$ cat config.mk
export PLATFORM = sky130hd
export DESIGN_NAME = ram_arbiter_flat
export DESIGN_NICKNAME = d
export VERILOG_FILES = /design/src/rtl/ram_arbiter_if.sv /design/src/rtl/ram_arbiter.sv /design/src/flat_wrapper.sv
export SDC_FILE = /design/constraint.sdc
export NUM_CORES = 1
export LEC_CHECK = 0
export CAP_MARGIN = 15
export CORE_MARGIN = 4
export CORE_UTILIZATION = 46
export DETAILED_ROUTE_END_ITERATION = 10
export GPL_ROUTABILITY_DRIVEN = 0
export GPL_TIMING_DRIVEN = 0
export PLACE_DENSITY_LB_ADDON = 0.1
export SLEW_MARGIN = 20
export SYNTH_ARGS = -nofsm -noshare
export SYNTH_HDL_FRONTEND = slang
export SYNTH_SLANG_ARGS = --single-unit
$ cat constraint.sdc
create_clock -name clock -period 5.4 [get_ports clock]
set_input_delay 1.08 -clock clock [delete_from_list [all_inputs] [get_ports clock]]
set_output_delay 1.08 -clock clock [all_outputs]
set_load 0.01 [all_outputs]
$ cat src/rtl/ram_arbiter_if.sv
// Bus bundle between the two requesters, the arbiter and the RAM.
// The arbiter takes the slave modport; requesters and the RAM take the master side.
interface ram_arbiter_if;
  logic        a_req;
  logic        a_we;
  logic [15:0] a_addr;
  logic [15:0] a_wdata;
  logic [15:0] a_rdata;
  logic        a_ack;

  logic        b_req;
  logic        b_we;
  logic [15:0] b_addr;
  logic [15:0] b_wdata;
  logic [15:0] b_rdata;
  logic        b_ack;

  logic [15:0] ram_address;
  logic [15:0] ram_data_out;
  logic        ram_rw;
  logic [15:0] ram_data_in;

  logic        busy;
  logic        grant_id;

  modport slave (
    input  a_req, a_we, a_addr, a_wdata,
    input  b_req, b_we, b_addr, b_wdata,
    input  ram_data_in,
    output a_rdata, a_ack, b_rdata, b_ack,
    output ram_address, ram_data_out, ram_rw,
    output busy, grant_id
  );

  modport master (
    output a_req, a_we, a_addr, a_wdata,
    output b_req, b_we, b_addr, b_wdata,
    output ram_data_in,
    input  a_rdata, a_ack, b_rdata, b_ack,
    input  ram_address, ram_data_out, ram_rw,
    input  busy, grant_id
  );
endinterface

$ cat src/rtl/ram_arbiter.sv
// Two-port arbiter sharing one fixed-latency 16-bit RAM between port A (CPU) and port B.
// Ties alternate via the last-grant register, which resets to B so A wins the first tie.
module ram_arbiter #(
  parameter int RAM_LATENCY = 1
) (
  input  logic         clock,
  input  logic         resetn,
  ram_arbiter_if.slave bus
);

  typedef enum logic [1:0] {IDLE, ACCESS, WAIT, DONE} state_t;

  localparam logic [1:0] LOAD = 2'(RAM_LATENCY - 1);

  state_t     state;
  state_t     state_next;
  logic       last;
  logic       is_write;
  logic [1:0] count;
  logic       grant_valid;
  logic       grant_sel;
  logic       sel_we;
  logic       finish;

  // A write always completes one cycle after grant; a read once the latency count runs out.
  assign finish   = ((state == ACCESS) || (state == WAIT)) && (is_write || (count == 2'd0));
  assign sel_we   = grant_sel ? bus.b_we : bus.a_we;
  assign bus.busy = (state != IDLE);

  always_ff @(posedge clock or negedge resetn) begin
    if (!resetn) begin
      state <= IDLE;
    end else begin
      state <= state_next;
    end
  end

  always_comb begin
    state_next  = state;
    grant_valid = 1'b0;
    grant_sel   = last;
    case (state)
      IDLE: begin
        if (bus.a_req && bus.b_req) begin
          grant_valid = 1'b1;
          grant_sel   = ~last;
        end else if (bus.a_req) begin
          grant_valid = 1'b1;
          grant_sel   = 1'b0;
        end else if (bus.b_req) begin
          grant_valid = 1'b1;
          grant_sel   = 1'b1;
        end
        if (grant_valid) begin
          state_next = ACCESS;
        end
      end
      ACCESS, WAIT: state_next = finish ? DONE : WAIT;
      DONE:         state_next = IDLE;
      default:      state_next = IDLE;
    endcase
  end

  always_ff @(posedge clock or negedge resetn) begin
    if (!resetn) begin
      bus.a_rdata      <= 16'h0000;
      bus.b_rdata      <= 16'h0000;
      bus.a_ack        <= 1'b0;
      bus.b_ack        <= 1'b0;
      bus.ram_address  <= 16'h0000;
      bus.ram_data_out <= 16'h0000;
      bus.ram_rw       <= 1'b0;
      bus.grant_id     <= 1'b0;
      last             <= 1'b1;
      is_write         <= 1'b0;
      count            <= 2'd0;
    end else begin
      bus.a_ack  <= 1'b0;
      bus.b_ack  <= 1'b0;
      bus.ram_rw <= 1'b0;
      if (grant_valid) begin
        bus.ram_address <= grant_sel ? bus.b_addr : bus.a_addr;
        if (sel_we) begin
          bus.ram_data_out <= grant_sel ? bus.b_wdata : bus.a_wdata;
        end
        bus.ram_rw   <= sel_we;
        is_write     <= sel_we;
        bus.grant_id <= grant_sel;
        last         <= grant_sel;
        count        <= sel_we ? 2'd0 : LOAD;
      end else if (finish) begin
        // Only the owner's ack/rdata move; the other port is left untouched.
        if (bus.grant_id) begin
          bus.b_ack <= 1'b1;
          if (!is_write) begin
            bus.b_rdata <= bus.ram_data_in;
          end
        end else begin
          bus.a_ack <= 1'b1;
          if (!is_write) begin
            bus.a_rdata <= bus.ram_data_in;
          end
        end
      end else if ((state == ACCESS) || (state == WAIT)) begin
        count <= count - 2'd1;
      end
    end
  end

endmodule

$ cat src/flat_wrapper.sv
// flat-port wrapper written by rule: the top's interface ports become plain ports
module ram_arbiter_flat 
#(
  parameter int RAM_LATENCY = 1
)
  (clock, resetn, bus_a_req, bus_a_we, bus_a_addr, bus_a_wdata, bus_b_req, bus_b_we, bus_b_addr, bus_b_wdata, bus_ram_data_in, bus_a_rdata, bus_a_ack, bus_b_rdata, bus_b_ack, bus_ram_address, bus_ram_data_out, bus_ram_rw, bus_busy, bus_grant_id);
  ram_arbiter_if bus_i ();
  input  logic clock;
  input  logic resetn;
  input wire logic [$bits(bus_i.a_req)-1:0] bus_a_req;
  input wire logic [$bits(bus_i.a_we)-1:0] bus_a_we;
  input wire logic [$bits(bus_i.a_addr)-1:0] bus_a_addr;
  input wire logic [$bits(bus_i.a_wdata)-1:0] bus_a_wdata;
  input wire logic [$bits(bus_i.b_req)-1:0] bus_b_req;
  input wire logic [$bits(bus_i.b_we)-1:0] bus_b_we;
  input wire logic [$bits(bus_i.b_addr)-1:0] bus_b_addr;
  input wire logic [$bits(bus_i.b_wdata)-1:0] bus_b_wdata;
  input wire logic [$bits(bus_i.ram_data_in)-1:0] bus_ram_data_in;
  output wire logic [$bits(bus_i.a_rdata)-1:0] bus_a_rdata;
  output wire logic [$bits(bus_i.a_ack)-1:0] bus_a_ack;
  output wire logic [$bits(bus_i.b_rdata)-1:0] bus_b_rdata;
  output wire logic [$bits(bus_i.b_ack)-1:0] bus_b_ack;
  output wire logic [$bits(bus_i.ram_address)-1:0] bus_ram_address;
  output wire logic [$bits(bus_i.ram_data_out)-1:0] bus_ram_data_out;
  output wire logic [$bits(bus_i.ram_rw)-1:0] bus_ram_rw;
  output wire logic [$bits(bus_i.busy)-1:0] bus_busy;
  output wire logic [$bits(bus_i.grant_id)-1:0] bus_grant_id;
  assign bus_i.a_req = bus_a_req;
  assign bus_i.a_we = bus_a_we;
  assign bus_i.a_addr = bus_a_addr;
  assign bus_i.a_wdata = bus_a_wdata;
  assign bus_i.b_req = bus_b_req;
  assign bus_i.b_we = bus_b_we;
  assign bus_i.b_addr = bus_b_addr;
  assign bus_i.b_wdata = bus_b_wdata;
  assign bus_i.ram_data_in = bus_ram_data_in;
  assign bus_a_rdata = bus_i.a_rdata;
  assign bus_a_ack = bus_i.a_ack;
  assign bus_b_rdata = bus_i.b_rdata;
  assign bus_b_ack = bus_i.b_ack;
  assign bus_ram_address = bus_i.ram_address;
  assign bus_ram_data_out = bus_i.ram_data_out;
  assign bus_ram_rw = bus_i.ram_rw;
  assign bus_busy = bus_i.busy;
  assign bus_grant_id = bus_i.grant_id;
  ram_arbiter #(.RAM_LATENCY(RAM_LATENCY)) u_core (.clock(clock), .resetn(resetn), .bus(bus_i));
endmodule
==> results.txt, run 1 <==
Hold path depth -> 2
Ys flop type -> dfrtp_1
Setup_tns -> 0 ns
# diodes -> 0
Period minus WS final -> 2.93 ns
CP Capture Type -> primary output
Cts hold-fix bufs -> 0
Status -> complete, no violations
WL/cell -> 16.5 µm
Fin util -> 0.742
Post-synth top area share -> 0.515
Initial Util -> 0.482
First-pass GRT wire length -> 14.9 mm
Final worst slack -> 2.47 ns
Hold Path Class -> flip-flop to flip-flop
DIE AREA -> 9190 µm²
Most common cell in the netlist -> dfrtp_1
Vias in the first global route -> 3080
Leak Pwr -> 2.29 nW
FFs w/ async S/R, synth -> 1.00
CTS tree -> built
Syn Inst Count -> 298
Finish-stage setup viols -> 0
Path type of the worst setup path -> flip-flop to primary output
Worst Clk Skew -> 0.00722 ns
Area leader, netlist -> dfrtp_1
Worst endpoint required time -> 4.32 ns
Syn_nets -> 387
Flop2flop setup slack -> 3.18 ns
Worst VDD drop -> 297 µV
Warnings from Yosys -> 0
Sequential share of the synthesized area -> 0.522
Sw frac -> 0.328
Yosys cell types -> 36
Routed wire length -> 9.38 mm
HP Start -> u_core.bus.ram_address[1]$_DFFE_PN0P_
Period utilization -> 0.542
Clk root buf -> clkbuf_8
Setup bufs post-CTS -> 0
Initial antenna violation count -> 0
Io pins -> 155
Die span in y -> 95.8 µm
Post-CTS resize count -> 0
PD cells -> 559 nW/µm²
Worst-Skew Late Latency -> 0.35 ns
Switching power -> 1.00 mW
Combinational Power Share -> 0.518
Detailed Route Iter0 Violations -> 93
Vias post-DR -> 2961
Max Root-Sink Buffers -> 2
Synthesized area per cell -> 11.9 µm²
Commonest cells in the netlist -> dfrtp_1, mux2_2, nand2_1
Worst-path maximum fanout -> 10
Critical path startpoint -> u_core.state[0]$_DFFE_PN0P_
H-tree levels -> 3
Cell Rows -> 31
Top post-synthesis cells by area -> dfrtp_1, mux2_2, mux2i_1
Internal -> 2.06 mW
Hold Crit Endpoint -> u_core.bus.ram_address[1]$_DFFE_PN0P_
Reg2Reg Depth -> 7
PortBufs -> 154
Clock Sink Count -> 74
Yosys reg bits -> 74
Largest net degree at the start of global routing -> 39
Drt drc -> 0
Max-cap violations -> 0
Clk pwr share -> 0.169
Worst setup SP type -> flip-flop
Drt pass-1 iters -> 4
Worst Tran Pin Value -> 0.505 ns
Max Slew Vio Count -> 0
Die width -> 95.8 µm
DP Worst Slack -> 2.24 ns
Total Power -> 3.06 mW
Clk pin slew, worst setup/hold paths -> 0.08 ns
Final hold vios -> 0
Worst slew margin -> 0.663
WHS -> 0.482 ns
Fmax -> 342 MHz
P&R area growth vs syn -> 54.1%
RR Startpoint -> u_core.state[0]$_DFFE_PN0P_
Share of post-route cells with drive strength above 1 -> 0.186
RSZ-0062 raised after global routing -> false
EDFF count, synth -> 0
TritonCTS Buffers -> 9
DR vias/cell -> 5.22
Arrival @ worst endpoint -> 1.85 ns
Post-DP HPWL -> 7.02 mm
DRT antenna net count -> 0
Mapped cell area -> 3550 µm²
Total track usage -> 0.211
Core ar. -> 7370 µm²
Grt total ovfl -> 0
Sequential Power Share -> 0.313
Layout Nets -> 553
FF-to-FF End -> u_core.bus.b_rdata[14]$_DFFE_PN0P_
==> power by group through the flow <==
stage                     Sequential [mW]  Combinational (mW)  Clock (mW)
after floorplan                      1.08               0.725           0
after global placement              0.954                1.57           0
after detailed placement            0.968                1.60           0
after CTS                           0.959                1.61       0.528
after global routing                0.995                1.72       0.549
final                               0.957                1.59       0.518
==> registers in the layout (all words and copies together) (netlist names) <==
register	count
u_core.bus.a_ack	1
u_core.bus.a_rdata	16
u_core.bus.b_ack	1
u_core.bus.b_rdata	16
u_core.bus.grant_id	1
u_core.bus.ram_address	16
u_core.bus.ram_data_out	16
u_core.bus.ram_rw	1
u_core.count	2
u_core.is_write	1
u_core.last	1
u_core.state	2
==> stage by stage <==
step	instances	area (µm²)
finish	567	5470
global placement	551	5220
CTS	567	5470
detailed placement	552	5230
global route	567	5470
floorplan	298	3550
==> critical path, stage by stage, from the launching register on <==
cell and delay, ns:
dfrtp_1 0.37, inv_1 0.05, ha_1 0.19, buf_4 0.17
inv_1 0.14, clkdlybuf4s50_1 0.56
==> cell usage in the layout, fill, tap and decap left out, types with 3 or more instances in the layout <==
cell,n
nor2b_1,3
o21ai_0,9
mux2i_1,16
o22ai_1,16
inv_1,8
clkdlybuf4s50_1,153
a211oi_1,16
bufinv_16,3
ha_1,3
and2_1,3
mux2_2,41
nor3_1,17
mux2_4,8
buf_4,6
o21ai_1,8
clkbuf_8,9
buf_2,6
nand2_1,21
nor3b_1,16
dfrtp_1,73
clkbuf_1,8
==> cell type report <==
type,instances,area [µm²]
fill,533,1900
sequential,74,1850
multi-input combinational,193,1530
timing repair buffer,155,1560
clock inverter,6,114
buffer,23,139
tap,99,124
clock buffer,9,124
inverter,8,30.0
==> cells by family after synthesis <==
logic type	synth area share
muxes	0.209
adders and majority gates	0.0106
and+or+nand+nor	0.107
buffers and inverters	0.0476
AOI/OAI and AO/OA	0.101
DFF	0.522
xor gates and xnor gates	0.00247
==> metal layers <==
metal	part of all wire	routed length [µm]	vias up	GRT usage
li1	-	-	1408	-
met4	0.012	113	0	0.0853
met1	0.39	3650	1413	0.258
met3	0.10	962	11	0.0618
met5	0	0	-	0
met2	0.50	4650	129	0.350
==> worst max path at each step <==
stage                                          to  slack [ns]  depth (start not counted)
2_1_floorplan  u_core.bus.b_rdata[10]$_DFFE_PN0P_        3.14                          5
3_3_place_gp    u_core.bus.b_rdata[3]$_DFFE_PN0P_        0.69                          1
3_5_place_dp    u_core.bus.b_rdata[9]$_DFFE_PN0P_        2.24                          6
4_1_cts                                  bus_busy        2.45                          5
5_1_grt                                  bus_busy        2.39                          5
6_report                                 bus_busy        2.47                          5
No activity file was read; power rests on OpenSTA's default activity.
==> run 2, diff against run 1 <==
--- a/config.mk
+++ b/config.mk
@@ -7,7 +7,7 @@
 export LEC_CHECK = 0
 export CAP_MARGIN = 15
 export CORE_MARGIN = 4
-export CORE_UTILIZATION = 46
+export CORE_UTILIZATION = 38
 export DETAILED_ROUTE_END_ITERATION = 10
 export GPL_ROUTABILITY_DRIVEN = 0
 export GPL_TIMING_DRIVEN = 0
==> constraint.sdc (replaced) <==
create_clock -name clock -period 2.5 [get_ports clock]
set_input_delay 0.5 -clock clock [delete_from_list [all_inputs] [get_ports clock]]
set_output_delay 0.5 -clock clock [all_outputs]
set_load 0.01 [all_outputs]
==> results.txt, run 2 (synthesis results as in run 1) <==
Family with the most delay on the worst path -> buffers and inverters
Grt total ovfl -> 0 (unchanged)
P&R area growth vs syn -> 54.0% (about the same)
Commonest cells after routing, fill and taps aside -> clkdlybuf4s50_1, dfrtp_1, mux2_2, nand2_1, nor3_1
CTS tree -> built
Multi-input logic area -> 1530 µm² (unchanged)
RSZ-0062 raised after global routing -> false
Crit-path cells -> inv_1 > ha_1 > buf_4 > inv_1 > clkdlybuf4s50_1
Worst endpoint required time -> 2.00 ns (-2.32 ns)
Vias post-DR -> 2958 (-0.10%)
Share of post-route cells with drive strength above 1 -> 0.186 (-0.000396)
Initial Util -> 0.388 (-0.0938)
Worst Tran Pin Value -> 0.471 ns (-0.0338 ns)
DIE AREA -> 11000 µm² (+19%)
RR Startpoint -> u_core.state[0]$_DFFE_PN0P_
Drt pass-1 iters -> 4 (unchanged)
Worst Clk Skew -> 0.0144 ns (+0.00720 ns)
Final hold vios -> 0 (unchanged)
WHS -> 0.0904 ns (-0.392 ns)
Cell Rows -> 35 (+13%)
Initial antenna violation count -> 0 (unchanged)
PD cells -> 1190 nW/µm² (+110%)
Die width -> 105 µm (+9.2%)
Clock Sink Count -> 74 (unchanged)
TritonCTS Buffers -> 9 (unchanged)
Path type of the worst setup path -> flip-flop to primary output
Io pins -> 155 (unchanged)
Fin util -> 0.597 (-0.145)
Leading cell type in the layout, fill and taps excluded -> clkdlybuf4s50_1
Clk pin slew, worst setup/hold paths -> 0.09 ns (about the same)
DP Cell Count -> 564 (+2.2%)
Fmax -> 430 MHz
# diodes -> 0 (unchanged)
CP Capture Type -> primary output
Finish-stage setup viols -> 0 (unchanged)
Largest net degree at the start of global routing -> 42 (+7.7%)
H-tree levels -> 3 (unchanged)
Hold Path Class -> input pin to async pin
Most numerous cell on the critical path -> inv_1
Total track usage -> 0.172 (-0.0395)
Non-Filler Instances -> 580 (+2.3%)
Crit-path slowest cell -> clkdlybuf4s50_1
Storage cell area -> 1850 µm² (unchanged)
Worst setup SP type -> flip-flop
Leak Pwr -> 2.29 nW (-0.22%)
Setup bufs post-CTS -> 0 (unchanged)
Detailed Route Iter0 Violations -> 93 (unchanged)
Post-DP Area -> 5250 µm² (+0.29%)
Core ar. -> 9150 µm² (+24%)
DRT antenna net count -> 0 (unchanged)
Max Slew Vio Count -> 0 (unchanged)
Clk root buf -> clkbuf_8
Layout Nets -> 553 (unchanged)
Max-cap violations -> 0 (unchanged)
First-pass GRT wire length -> 15.3 mm (+2.8%)
Status -> complete, no violations
PortBufs -> 154 (unchanged)
DR vias/cell -> 5.10 (-2.3%)
Worst path buffer plus inverter count -> 4 (unchanged)
WL/cell -> 16.1 µm (-2.5%)
Post-DP HPWL -> 7.03 mm (+0.18%)
Critical path startpoint -> u_core.state[0]$_DFFE_PN0P_
Slowest stage delay, CP -> 0.56 ns (about the same)
Final Cell Area -> 5470 µm² (about the same)
Filler cells -> 795 (+49%)
Post-CTS resize count -> 0 (unchanged)
Vias in the first global route -> 3054 (-0.84%)
Worst VDD drop -> 454 µV (+53%)
Period utilization -> 0.930
Cts hold-fix bufs -> 0 (unchanged)
Period minus WS final -> 2.33 ns
Worst-path maximum fanout -> 10 (unchanged)
Die span in y -> 105 µm (+9.2%)
Max Root-Sink Buffers -> 2 (unchanged)
Routed wire length -> 9.36 mm (-0.25%)
Worst slew margin -> 0.686 (+0.0225)
Drt drc -> 0 (unchanged)
Arrival @ worst endpoint -> 1.83 ns (-0.02 ns)
Worst-Skew Late Latency -> 0.34 ns (about the same)
==> run 2: area by class of cell <==
cell class / count / area share
clock buffer: 10 / 0.0234
buffer: 23 / 0.0254
tap: 111 / 0.0254
clock inverter: 6 / 0.0165
inverter: 8 / 0.00549
sequential: 74 / 0.339
timing repair buffer: 155 / 0.285
multi-input combinational: 193 / 0.280
==> run 2: per-stage QoR <==
step	power, mW	setup slack (ns)	setup TNS [ns]
floorplan	3.90	0.593	0
global placement	5.46	-1.76	-129.72
detailed placement	5.55	-0.0610	-0.550
CTS	6.59	0.139	0
global route	6.96	0.0831	0
finish	6.50	0.174	0
==> run 2: per-layer routing <==
metal / part of all wire / track usage / vias to the layer above / wire length [µm]
met3: 0.086 / 0.0482 / 11 / 807
met1: 0.43 / 0.217 / 1414 / 3990
met2: 0.48 / 0.285 / 121 / 4450
met5: 0 / 0 / - / 0
li1: - / - / 1412 / -
met4: 0.012 / 0.0544 / 0 / 110
==> run 2: worst paths after layout <==
kind | to | slack (ns) | cells after the start
setup / recovery | bus_busy | 0.17 | 5
max in group asynchronous | u_core.last$_DFFE_PN1P_ | 1.76 | 2
hold reg to reg | u_core.bus.ram_address[15]$_DFFE_PN0P_ | 0.48 | 2
hold / removal | u_core.bus.ram_data_out[5]$_DFFE_PN0P_ | 0.09 | 1
min in group clock | u_core.bus.ram_address[15]$_DFFE_PN0P_ | 0.48 | 2
setup reg to reg | u_core.bus.b_rdata[11]$_DFFE_PN0P_ | 0.28 | 7
==> run 2: power by group <==
group	leakage, nW	total (mW)	internal [mW]	switching, mW
registers	0.895	2.07	1.78	0.288
clock network	0.107	1.02	0.566	0.455
logic	1.29	3.41	2.00	1.41
==> run 3, diff against run 2 <==
--- a/config.mk
+++ b/config.mk
@@ -11,7 +11,7 @@
 export DETAILED_ROUTE_END_ITERATION = 10
 export GPL_ROUTABILITY_DRIVEN = 0
 export GPL_TIMING_DRIVEN = 0
-export PLACE_DENSITY_LB_ADDON = 0.1
+export PLACE_DENSITY = 0.76
 export SLEW_MARGIN = 20
 export SYNTH_ARGS = -nofsm -noshare
 export SYNTH_HDL_FRONTEND = slang
==> results.txt, run 3 (synthesis results as in run 1) <==
Share of post-route cells with drive strength above 1 -> 0.186 (unchanged)
Detailed Route Iter0 Violations -> 84 (-9.7%)
Clk root buf -> clkbuf_8
Largest net degree at the start of global routing -> 42 (unchanged)
DIE AREA -> 11000 µm² (unchanged)
Setup bufs post-CTS -> 0 (unchanged)
Period minus WS final -> 2.32 ns (-0.00543 ns)
RSZ-0062 raised after global routing -> false
Worst setup SP type -> flip-flop
Worst-path maximum fanout -> 10 (unchanged)
Post-CTS resize count -> 0 (unchanged)
Initial antenna violation count -> 0 (unchanged)
Final worst slack -> 0.180 ns (+0.00543 ns)
Vias in the first global route -> 3158 (+3.4%)
Clk pin slew, worst setup/hold paths -> 0.08 ns (about the same)
DR vias/cell -> 5.17 (+1.5%)
Routed wire length -> 9.47 mm (+1.2%)
Met1 global-route usage -> 0.211 (-0.00678)
Slowest stage delay, CP -> 0.56 ns (about the same)
Initial Util -> 0.388 (unchanged)
Total track usage -> 0.174 (+0.00193)
Drt pass-1 iters -> 4 (unchanged)
Final Cell Area -> 5460 µm² (about the same)
Family with the most delay on the worst path -> buffers and inverters
Clock Sink Count -> 74 (unchanged)
Vias post-DR -> 3001 (+1.5%)
PD cells -> 1190 nW/µm² (+0.43%)
Period utilization -> 0.928 (-0.00217)
PortBufs -> 154 (unchanged)
Layout Nets -> 553 (unchanged)
GR Util met3 -> 0.0513 (+0.00309)
Post-DP HPWL -> 7.26 mm (+3.2%)
# diodes -> 0 (unchanged)
Core ar. -> 9150 µm² (unchanged)
RR Startpoint -> u_core.state[0]$_DFFE_PN0P_
Grt total ovfl -> 0 (unchanged)
Fin util -> 0.597 (about the same)
Flop2flop setup slack -> 0.33 ns (+0.05 ns)
DP Worst Slack -> -0.0673 ns (-0.00623 ns)
Cts hold-fix bufs -> 0 (unchanged)
First-pass GRT wire length -> 15.5 mm (+1.2%)
Worst path buffer plus inverter count -> 4 (unchanged)
Global-route layer with the greatest usage -> met2
Final hold vios -> 0 (unchanged)
Max Slew Vio Count -> 0 (unchanged)
Most numerous cell on the critical path -> inv_1
DRT antenna net count -> 0 (unchanged)
Die width -> 105 µm (unchanged)
Crit-path slowest cell -> clkdlybuf4s50_1
Max Root-Sink Buffers -> 2 (unchanged)
Max-cap violations -> 0 (unchanged)
Hold Path Class -> input pin to async pin
P&R area growth vs syn -> 53.9% (about the same)
CTS tree -> built
Finish-stage setup viols -> 0 (unchanged)
CP Capture Type -> primary output
Path type of the worst setup path -> flip-flop to primary output
Status -> complete, no violations
Leak Pwr -> 2.28 nW (-0.17%)
TritonCTS Buffers -> 9 (unchanged)
Reg2Reg Depth -> 7 (unchanged)
Io pins -> 155 (unchanged)
GR Util met2 -> 0.295 (+0.0101)
H-tree levels -> 3 (unchanged)
Worst-Skew Late Latency -> 0.34 ns (about the same)
Fmax -> 431 MHz (+0.23%)
Post-DP Area -> 5250 µm² (unchanged)
Worst endpoint required time -> 2.00 ns (about the same)
Worst slew margin -> 0.679 (-0.00646)
Worst VDD drop -> 454 µV (about the same)
Drt drc -> 0 (unchanged)
Crit-path cells -> inv_1 > ha_1 > buf_4 > inv_1 > clkdlybuf4s50_1
Commonest cells after routing, fill and taps aside -> clkdlybuf4s50_1, dfrtp_1, mux2_2, nand2_1, nor3_1
Worst Tran Pin Value -> 0.481 ns (+0.00969 ns)
Die span in y -> 105 µm (unchanged)
FF-to-FF End -> u_core.bus.b_rdata[10]$_DFFE_PN0P_
Leading cell type in the layout, fill and taps excluded -> clkdlybuf4s50_1
Cell Rows -> 35 (unchanged)
Worst Clk Skew -> 0.0119 ns (-0.00253 ns)
Arrival @ worst endpoint -> 1.82 ns (about the same)
WL/cell -> 16.3 µm (+1.2%)
run 3: changes by cell type in the layout (fill, tap and decap cells not counted), sizes merged:
cell      change
clkinv        -1
clkinvlp      +1
run 3: worst reg2reg max path, delay by kind of cell (launching register included):
family | cells | cell delay (ns)
AND/OR/NAND/NOR | 3 | 0.68
buffers and inverters | 2 | 0.32
adder cells (fa/ha/maj) | 1 | 0.33
flip-flops | 1 | 0.38
multiplexers | 1 | 0.36
run 3: per-layer routing:
metal | share of wire | wire [µm] | up-vias
met1 | 0.41 | 3890 | 1456
met5 | 0 | 0 | -
li1 | - | - | 1411
met3 | 0.076 | 723 | 13
met4 | 0.013 | 124 | 0
met2 | 0.50 | 4730 | 121
run 3: power by group:
part | switching (mW) | internal, mW | total, mW
Sequential | 0.297 | 1.78 | 2.08
Combinational | 1.42 | 2.00 | 3.42
Clock | 0.457 | 0.564 | 1.02
run 3: metrics by stage:
step           std cells  hold WS (ns)  TNS, ns  power (mW)
6_report             580         0.101        0        6.52
3_5_place_dp         564         0.470   -0.618        5.57
3_3_place_gp         563         0.466  -115.70        5.46
2_1_floorplan        298         0.204        0        3.90
4_1_cts              580         0.108        0        6.61
5_1_grt              580         0.117        0        6.96
run 3: worst max-delay path by stage:
stage	start	endpoint	slack (ns)	depth (start not counted)
after floorplan	u_core.state[0]$_DFFE_PN0P_	u_core.bus.b_rdata[10]$_DFFE_PN0P_	0.59	7
after global placement	resetn	u_core.bus.b_rdata[1]$_DFFE_PN0P_	-1.57	1
after detailed placement	bus_a_req	u_core.bus.b_rdata[5]$_DFFE_PN0P_	-0.07	6
after CTS	u_core.state[0]$_DFFE_PN0P_	bus_busy	0.14	5
after global routing	u_core.state[0]$_DFFE_PN0P_	bus_busy	0.09	5
final	u_core.state[0]$_DFFE_PN0P_	bus_busy	0.18	5
run 3: layout make-up:
cell class                 count  area [µm²]
buffer                        23         139
clock buffer                  10         128
clock inverter                 6        88.8
fill                         783        3690
inverter                       8        30.0
multi-input combinational    193        1530
sequential                    74        1850
tap                          111         139
timing repair buffer         155        1560
